## src/rtl/uart_pkg.sv

```systemverilog
// Shared UART types and helpers for the receive front-end and the TX clock divider.
package uart_pkg;

  typedef enum logic [2:0] {IDLE, START, DATA, STOP, WAIT_HIGH} uart_rx_state_t;

  function automatic int uart_div(input int clk_freq, input int baud);
    return clk_freq / baud;
  endfunction

endpackage

```

## src/rtl/uart_sync.sv

```systemverilog
// Two-flop synchroniser for an asynchronous input; RST_VAL sets the idle level held in reset.
module uart_sync #(
  parameter logic RST_VAL = 1'b1
) (
  input  logic clk,
  input  logic rst,
  input  logic d,
  output logic q
);

  logic meta;

  always_ff @(posedge clk) begin
    if (!rst) begin
      meta <= RST_VAL;
      q    <= RST_VAL;
    end else begin
      meta <= d;
      q    <= meta;
    end
  end

endmodule

```

## src/rtl/uart_rx.sv

```systemverilog
// 8N1 UART receiver: synchronises rx, samples each bit at its midpoint and pushes good
// bytes into the rx FIFO, flagging framing and overrun errors as one-cycle pulses.
//
// state     | meaning
// IDLE      | line idle, waiting for a falling edge on rx_s
// START     | timing half a bit to the start-bit midpoint, rejecting glitches
// DATA      | sampling 8 data bits LSB-first, one per DIV cycles
// STOP      | sampling the stop bit and deciding write / overrun / framing error
// WAIT_HIGH | after a framing error, holding off until the line returns high
module uart_rx
  import uart_pkg::*;
#(
  parameter int CLK_FREQ  = 200_000_000,
  parameter int UART_BAUD = 115200
) (
  input  logic       clk,
  input  logic       rst,
  input  logic       rx,
  input  logic       full,
  output logic [7:0] data,
  output logic       write,
  output logic       frame_err,
  output logic       overrun,
  output logic       busy
);

  localparam int DIV  = uart_div(CLK_FREQ, UART_BAUD);
  localparam int HALF = DIV / 2;
  localparam int CW   = $clog2(DIV) + 1;

  if (DIV < 4) begin : g_bad_div
    $error("uart_rx: CLK_FREQ/UART_BAUD must be at least 4");
  end

  logic           rx_s;
  uart_rx_state_t state, state_n;
  logic [CW-1:0]  cnt, cnt_n;
  logic [2:0]     idx, idx_n;
  logic [7:0]     shreg, shreg_n;
  logic [7:0]     data_n;
  logic           write_n, frame_err_n, overrun_n;

  uart_sync #(.RST_VAL(1'b1)) u_sync (
    .clk (clk),
    .rst (rst),
    .d   (rx),
    .q   (rx_s)
  );

  always_ff @(posedge clk) begin
    if (!rst) begin
      state     <= IDLE;
      cnt       <= '0;
      idx       <= '0;
      shreg     <= '0;
      data      <= '0;
      write     <= 1'b0;
      frame_err <= 1'b0;
      overrun   <= 1'b0;
    end else begin
      state     <= state_n;
      cnt       <= cnt_n;
      idx       <= idx_n;
      shreg     <= shreg_n;
      data      <= data_n;
      write     <= write_n;
      frame_err <= frame_err_n;
      overrun   <= overrun_n;
    end
  end

  always_comb begin
    state_n     = state;
    cnt_n       = cnt;
    idx_n       = idx;
    shreg_n     = shreg;
    data_n      = data;
    write_n     = 1'b0;
    frame_err_n = 1'b0;
    overrun_n   = 1'b0;

    case (state)
      IDLE: begin
        if (!rx_s) begin
          state_n = START;
          cnt_n   = '0;
        end
      end

      START: begin
        if (cnt == CW'(HALF - 1)) begin
          // Line back high at the start-bit midpoint means it was noise.
          if (rx_s) begin
            state_n = IDLE;
          end else begin
            state_n = DATA;
            cnt_n   = '0;
            idx_n   = '0;
          end
        end else begin
          cnt_n = cnt + CW'(1);
        end
      end

      DATA: begin
        if (cnt == CW'(DIV - 1)) begin
          cnt_n   = '0;
          shreg_n = {rx_s, shreg[7:1]};
          idx_n   = idx + 3'd1;
          if (idx == 3'd7) state_n = STOP;
        end else begin
          cnt_n = cnt + CW'(1);
        end
      end

      STOP: begin
        if (cnt == CW'(DIV - 1)) begin
          cnt_n = '0;
          if (rx_s) begin
            data_n  = shreg;
            state_n = IDLE;
            if (full) overrun_n = 1'b1;
            else      write_n   = 1'b1;
          end else begin
            frame_err_n = 1'b1;
            state_n     = WAIT_HIGH;
          end
        end else begin
          cnt_n = cnt + CW'(1);
        end
      end

      WAIT_HIGH: begin
        if (rx_s) state_n = IDLE;
      end

      default: state_n = IDLE;
    endcase
  end

  assign busy = (state != IDLE);

endmodule

```

## config.mk

```make
export PLATFORM = sky130hd
export DESIGN_NAME = uart_rx
export DESIGN_NICKNAME = d
export VERILOG_FILES = /design/src/rtl/uart_pkg.sv /design/src/rtl/uart_sync.sv /design/src/rtl/uart_rx.sv
export SDC_FILE = /design/constraint.sdc
export NUM_CORES = 1
export LEC_CHECK = 0
export ABC_AREA = 1
export ABC_CLOCK_PERIOD_IN_PS = 2700
export BUFFER_PORTS_ARGS = -buffer_cell sky130_fd_sc_hd__buf_4
export CORE_UTILIZATION = 60
export CTS_CLUSTER_SIZE = 16
export DETAILED_ROUTE_END_ITERATION = 10
export PLACE_DENSITY_LB_ADDON = 0.12
export SLEW_MARGIN = 25
export SYNTH_ARGS = -nofsm -noshare
export SYNTH_HDL_FRONTEND = slang
export SYNTH_SLANG_ARGS = --single-unit
export TNS_END_PERCENT = 20
```

## constraint.sdc

```tcl
create_clock -name clk -period 2.7 [get_ports clk]
set_clock_uncertainty 0.2 [all_clocks]
set_input_delay 0.54 -clock clk [delete_from_list [all_inputs] [get_ports clk]]
set_output_delay 0.54 -clock clk [all_outputs]
set_load 0.02 [all_outputs]
```

# Word-level counts from Yosys, hierarchy flattened
# Cells that the tools add are included.
dict set report word_totals {
  ff_bits 39
  input_bits 4
  out_inout_bits 12
  word_cells 57
}
dict set report classes {
  n_addsub 2
  n_eq_ne 14
  n_mux 20
  reduce_logical 11
}
# operator count
set op_table {}
lappend op_table {{$mux 12} 3}
lappend op_table {{$pmux 12 s3} 1}
lappend op_table {{$mux 3} 10}
lappend op_table {{$pmux 3 s5} 1}
lappend op_table {{$add 12x1->12 const B} 1}
lappend op_table {{$eq 12x10->1 const B} 1}
lappend op_table {{$eq 12x11->1 const B} 1}
lappend op_table {{$ne 2x2->1 const B} 6}
lappend op_table {{$reduce_and 4->1} 2}
lappend op_table {{$eq 3x2->1 const B} 2}
lappend op_table {{$eq 3x3->1 const B} 2}
lappend op_table {{$pmux 3 s2} 1}
lappend op_table {{$reduce_and 3->1} 2}
lappend op_table {{$reduce_and 6->1} 1}
lappend op_table {{$reduce_bool 3->1} 2}
lappend op_table {{$add 3x1->3 const B} 1}
lappend op_table {{$eq 3x1->1 const B} 1}
lappend op_table {{$logic_not 3->1} 1}
lappend op_table {{$mux 1} 3}
lappend op_table {{$mux 2} 1}
lappend op_table {{$ne 2x1->1 const B} 1}
lappend op_table {{$reduce_and 2->1} 1}
lappend op_table {{$reduce_bool 2->1} 1}
lappend op_table {{$reduce_or 2->1} 1}

# Logic depth before layout (Yosys ltp)
dict set report logic_depth {
  depth_word 4
  mapped_depth 11
  ltp_nobuf 10
}

# Hierarchy
# A second synthesis with hierarchy kept.
dict set report hier_totals {
  cells_unflattened 252
  hier_area_um2 1958.1
}
# mod instances cells_per_inst area_each_um2 seq_area_each_um2
set modules_own_cells {}
lappend modules_own_cells {uart_rx 1 246 1903.1 740.7}
lappend modules_own_cells {uart_sync 1 6 55.1 40.0}

# Worst setup path after synthesis
# Ideal clock, no wire load.
dict set report synth_timing {
  kind {register to register}
  startpoint {register cnt[1]}
  endpoint {register cnt[2]}
  setup_time_ns 0.109
  arrival_time_ns 1.330
  t_required_ns 2.391
  slack_ns 1.061
  stages_incl_launch_ff 12
  n_path_buf 1
  synth_period_minus_slack_ns 1.639
  cell_sequence {dfxtp_1 ha_1 nand2_1 nor2_1 nand3_1 nand2_2 nand2_4 buf_6 nand2_2 nand3_1 nand2_1 inv_1}
}
dict set report synth_via {
  elab_chain_len 3
  word_cells_on_any_way 6
  classes_between {add/sub: 1; eq/ne: 2; mux: 3}
}
# element line
set synth_lines {}
lappend synth_lines {{start, declared} uart_rx.sv:37} ;# logic [CW-1:0] cnt, cnt_n;
lappend synth_lines {{start signal, assigned} uart_rx.sv:62} ;# cnt <= cnt_n;
lappend synth_lines {{$add 12x1->12 (tied with other cells)} {uart_rx.sv:101, uart_rx.sv:112, uart_rx.sv:129}}
lappend synth_lines {{$mux 12, on equally long branches} {uart_rx.sv:106, uart_rx.sv:117, uart_rx.sv:91}}
lappend synth_lines {{$pmux 12 s3 (*)} uart_rx.sv:82} ;# case (state)
# Every way passes the cells marked *; elsewhere a longest branch is shown, timed or not.
# A chain may end at the register's enable or synchronous reset.

# Final worst setup path
dict set report layout_timing {
  startpoint {register state[1]}
  endpoint {output port busy}
}
dict set report layout_via {
  elab_chain_len 1
}
# element line
set layout_lines {}
lappend layout_lines {{start, declared} uart_rx.sv:36} ;# uart_rx_state_t state, state_n;
lappend layout_lines {{start signal, assigned} uart_rx.sv:61} ;# state <= state_n;
lappend layout_lines {{$reduce_bool 3->1} uart_rx.sv:141} ;# assign busy = (state != IDLE);
lappend layout_lines {{end, declared} uart_rx.sv:24} ;# output logic busy
# Every way passes these cells.

==> out/qor.txt <==
Worst path required time: 1.96 ns
Status: finished clean
RSZ-0062 raised after global routing: no
DP Worst Slack: 0.830 ns
Die H: 59.3 um
Setup Buffers After CTS: 0
Routed WL per cell: 11.1 um
Tmin final: 2.00 ns
Synth Area per Inst: 6.93 um2
# DRC: 0
Largest family of logic cells by synthesized area: simple AND/OR/NAND/NOR gates
Initial Utilization: 64.0%
Routability Congestion: 0.891
Global route overflow: 0
Cell family with most CP delay: flip-flops
Max-cap viol count: 0
Crit path largest cell delay: 0.39 ns
Netlist cell types: 27
Post-layout util: 69.3%
Largest net degree at the start of global routing: 33
Hold path depth: 2
CP Depth: 3
Reg2Reg Depth: 8
Resized cells post-CTS: 0
Synth Area in Adders: 1.91%
Rel. slew slack: 73.8%
Critical path capture point type: primary output
Synth area leader: dfxtp_1
Synth area leaders: dfxtp_1, nand2_1, a21oi_1
Cells along the critical path: nor2_1, nand2_1, buf_4
Tcrit/Tclk final: 73.9%
Max Slew Vio Count: 0
Data arrival, critical path: 1.26 ns
Area share of the largest cell type after synthesis: 39.6%
First-pass GRT wire length: 6310 um
TritonRoute pass-1 iters: 4
PnR Total Power: 1.64 mW
Clock tree root buffer cell: clkbuf_4
TritonCTS clock tree: done
Xor and xnor area share after synthesis: 0.445%
Worst r2r src: cnt[1]
Via count: 1,782
Synth Warn #: 0
Synth Area in Simple Gates: 34.3%
Final setup fails: 0
Top Ports: 16
Worst hold start: full
Post-Route WL: 3810 um
Fmax: 501 MHz
Slowest cell on crit path: dfxtp_1
Share of layout cells above drive strength 1: 14.3%
Ant. Diodes: 0
CTS sink cnt: 39
Critical Path Start Type: flip-flop
Placement Cell Area: 2080 um2
Initial antenna violation count: 0
Rows: 20
Placeable core region: 3080 um2
Crit path from: state[1]
Min setup slack post-route: 0.703 ns
Static leakage: 0.902 nW
Hold_buf cts: 0
CTS buffer count: 5
Compound-cell area share of the yosys netlist: 13.2%
Clock Latency Late Sink: 0.35 ns
Syn_nets: 291
Final Hold Viols: 0
H-tree levels: 2
Number of buffers and inverters on the critical path: 1
Die ar.: 3520 um2
Worst Hold Class: in2reg
Clock-pin slew on the worst setup and hold paths: 0.12 ns
Sequential area share after synthesis: 39.6%
Placed Cells: 336
Setup Crit Path Kind: reg2out
Synthesized instance count: 284
Post-Layout Cell Count: 344
Pwr Density: 767 nW/um2
DR iter-0 viols: 103
Post-route antenna net violation count: 0
Slew @ Worst Pin: 0.392 ns
Seq cells post-synth: 39
Number of buffers inserted by port buffering: 15
Vias in the first global route: 1,466
Worst-case vdd ir drop: 627 uV
Maximum root-to-sink buffer count: 2
WHS: 0.135 ns
CP max FO: 5
Multiplexer area fraction after synthesis: 0%
Synth Cell Area: 1970 um2
Setup TNS: 0 ns
Fin area: 2130 um2
Detailed placer's ending HPWL: 2730 um
NumNets Final: 306
Synth-to-layout area growth: 8.32%
Die X: 59.3 um
Total GRT Usage: 24.0%
Vias/cell: 5.18
## flip-flops by register name, indices dropped and copies added, names as in the netlist
signal / count
idx: 3
write: 1
frame_err: 1
overrun: 1
data: 8
u_sync.q: 1
u_sync.meta: 1
shreg: 8
state: 3
cnt: 12
## Yosys cell counts
| cell type | count |
|---|---|
| buf_2 | 1 |
| nor2_2 | 2 |
| nand4_1 | 6 |
| buf_6 | 4 |
| nand2_1 | 67 |
| inv_1 | 36 |
| nor2_1 | 33 |
| nand2_4 | 2 |
| nand2_2 | 6 |
| nor4_1 | 1 |
| o21ai_1 | 2 |
| nor3_1 | 5 |
| nor3b_2 | 1 |
| a21oi_1 | 30 |
| nand3_1 | 12 |
| o21ai_0 | 17 |
| clkbuf_1 | 2 |
| inv_2 | 2 |
| nor3_4 | 2 |
| dfxtp_1 | 39 |
| o211ai_1 | 2 |
| or2_2 | 3 |
| nand3_2 | 2 |
| nand3b_1 | 2 |
| xor2_1 | 1 |
| inv_4 | 1 |
| ha_1 | 3 |
## worst reg2reg max path: stages, from the launching register on
cell and delay (ns):
dfxtp_1 0.39, ha_1 0.20, nand2_1 0.10, inv_1 0.09, nand2_1 0.09, nor3_4 0.21
nand2_2 0.22, o21ai_0 0.22, a21oi_1 0.06
## cells in the final DEF (no fill, tap or decap)
| master | synthesis | layout |
|---|---|---|
| o211ai_1 | 2 | 2 |
| clkinvlp_4 | 0 | 1 |
| o21ai_1 | 2 | 2 |
| ha_1 | 3 | 3 |
| nor2_1 | 33 | 33 |
| inv_1 | 36 | 36 |
| buf_4 | 0 | 15 |
| nand2_1 | 67 | 67 |
| dfxtp_1 | 39 | 39 |
| a21oi_1 | 30 | 30 |
| or2_2 | 3 | 3 |
| xor2_1 | 1 | 1 |
| clkbuf_4 | 0 | 5 |
| nor3_1 | 5 | 5 |
| nor2_2 | 2 | 2 |
| clkinv_2 | 0 | 1 |
| nand2_4 | 2 | 2 |
| nor3_4 | 2 | 2 |
| nand3b_1 | 2 | 2 |
| inv_2 | 2 | 2 |
| nand3_1 | 12 | 12 |
| o21ai_0 | 17 | 17 |
| nand3_2 | 2 | 2 |
| nor3b_2 | 1 | 1 |
| nor4_1 | 1 | 1 |
| nand4_1 | 6 | 6 |
| clkbuf_1 | 2 | 1 |
| nand2_2 | 6 | 6 |
| inv_4 | 1 | 1 |
## worst paths after layout
check                                end  slack (ns)
worst max-delay path                busy        0.70
worst min-delay path               write        0.14
worst max register to register   data[5]        0.82
worst min register to register  shreg[0]        0.25
## metal layers
layer  global-route usage, %  wire length (um)  vias to the layer above
li1                        -                 -                      943
met1                    31.3              1820                      794
met2                    37.1              1730                       40
met5                       0                 0                        -
met3                    7.42               201                        5
met4                    9.18                58                        0
## kinds of logic after synthesis
kind of cell / after synthesis
buffers and inverters: 46
flip-flops: 39
AO/OA/AOI/OAI: 51
XOR/XNOR: 1
adder cells (fa/ha/maj): 3
AND/OR/NAND/NOR: 144
## where the power goes
group          switching (mW)  internal, mW
Clock                   0.194         0.100
Combinational           0.446         0.220
Sequential             0.0592         0.617
Total                   0.699         0.938
## area by class of cell
cell class | instances | area (um2)
well taps | 44 | 55.1
flip-flops and latches | 39 | 781
clock buffers | 6 | 41.3
repair buffers | 15 | 113
inverters | 39 | 149
clock inverters | 2 | 12.5
multi-input cells | 199 | 982
fillers | 295 | 945
No activity file was read; power rests on OpenSTA's default activity.
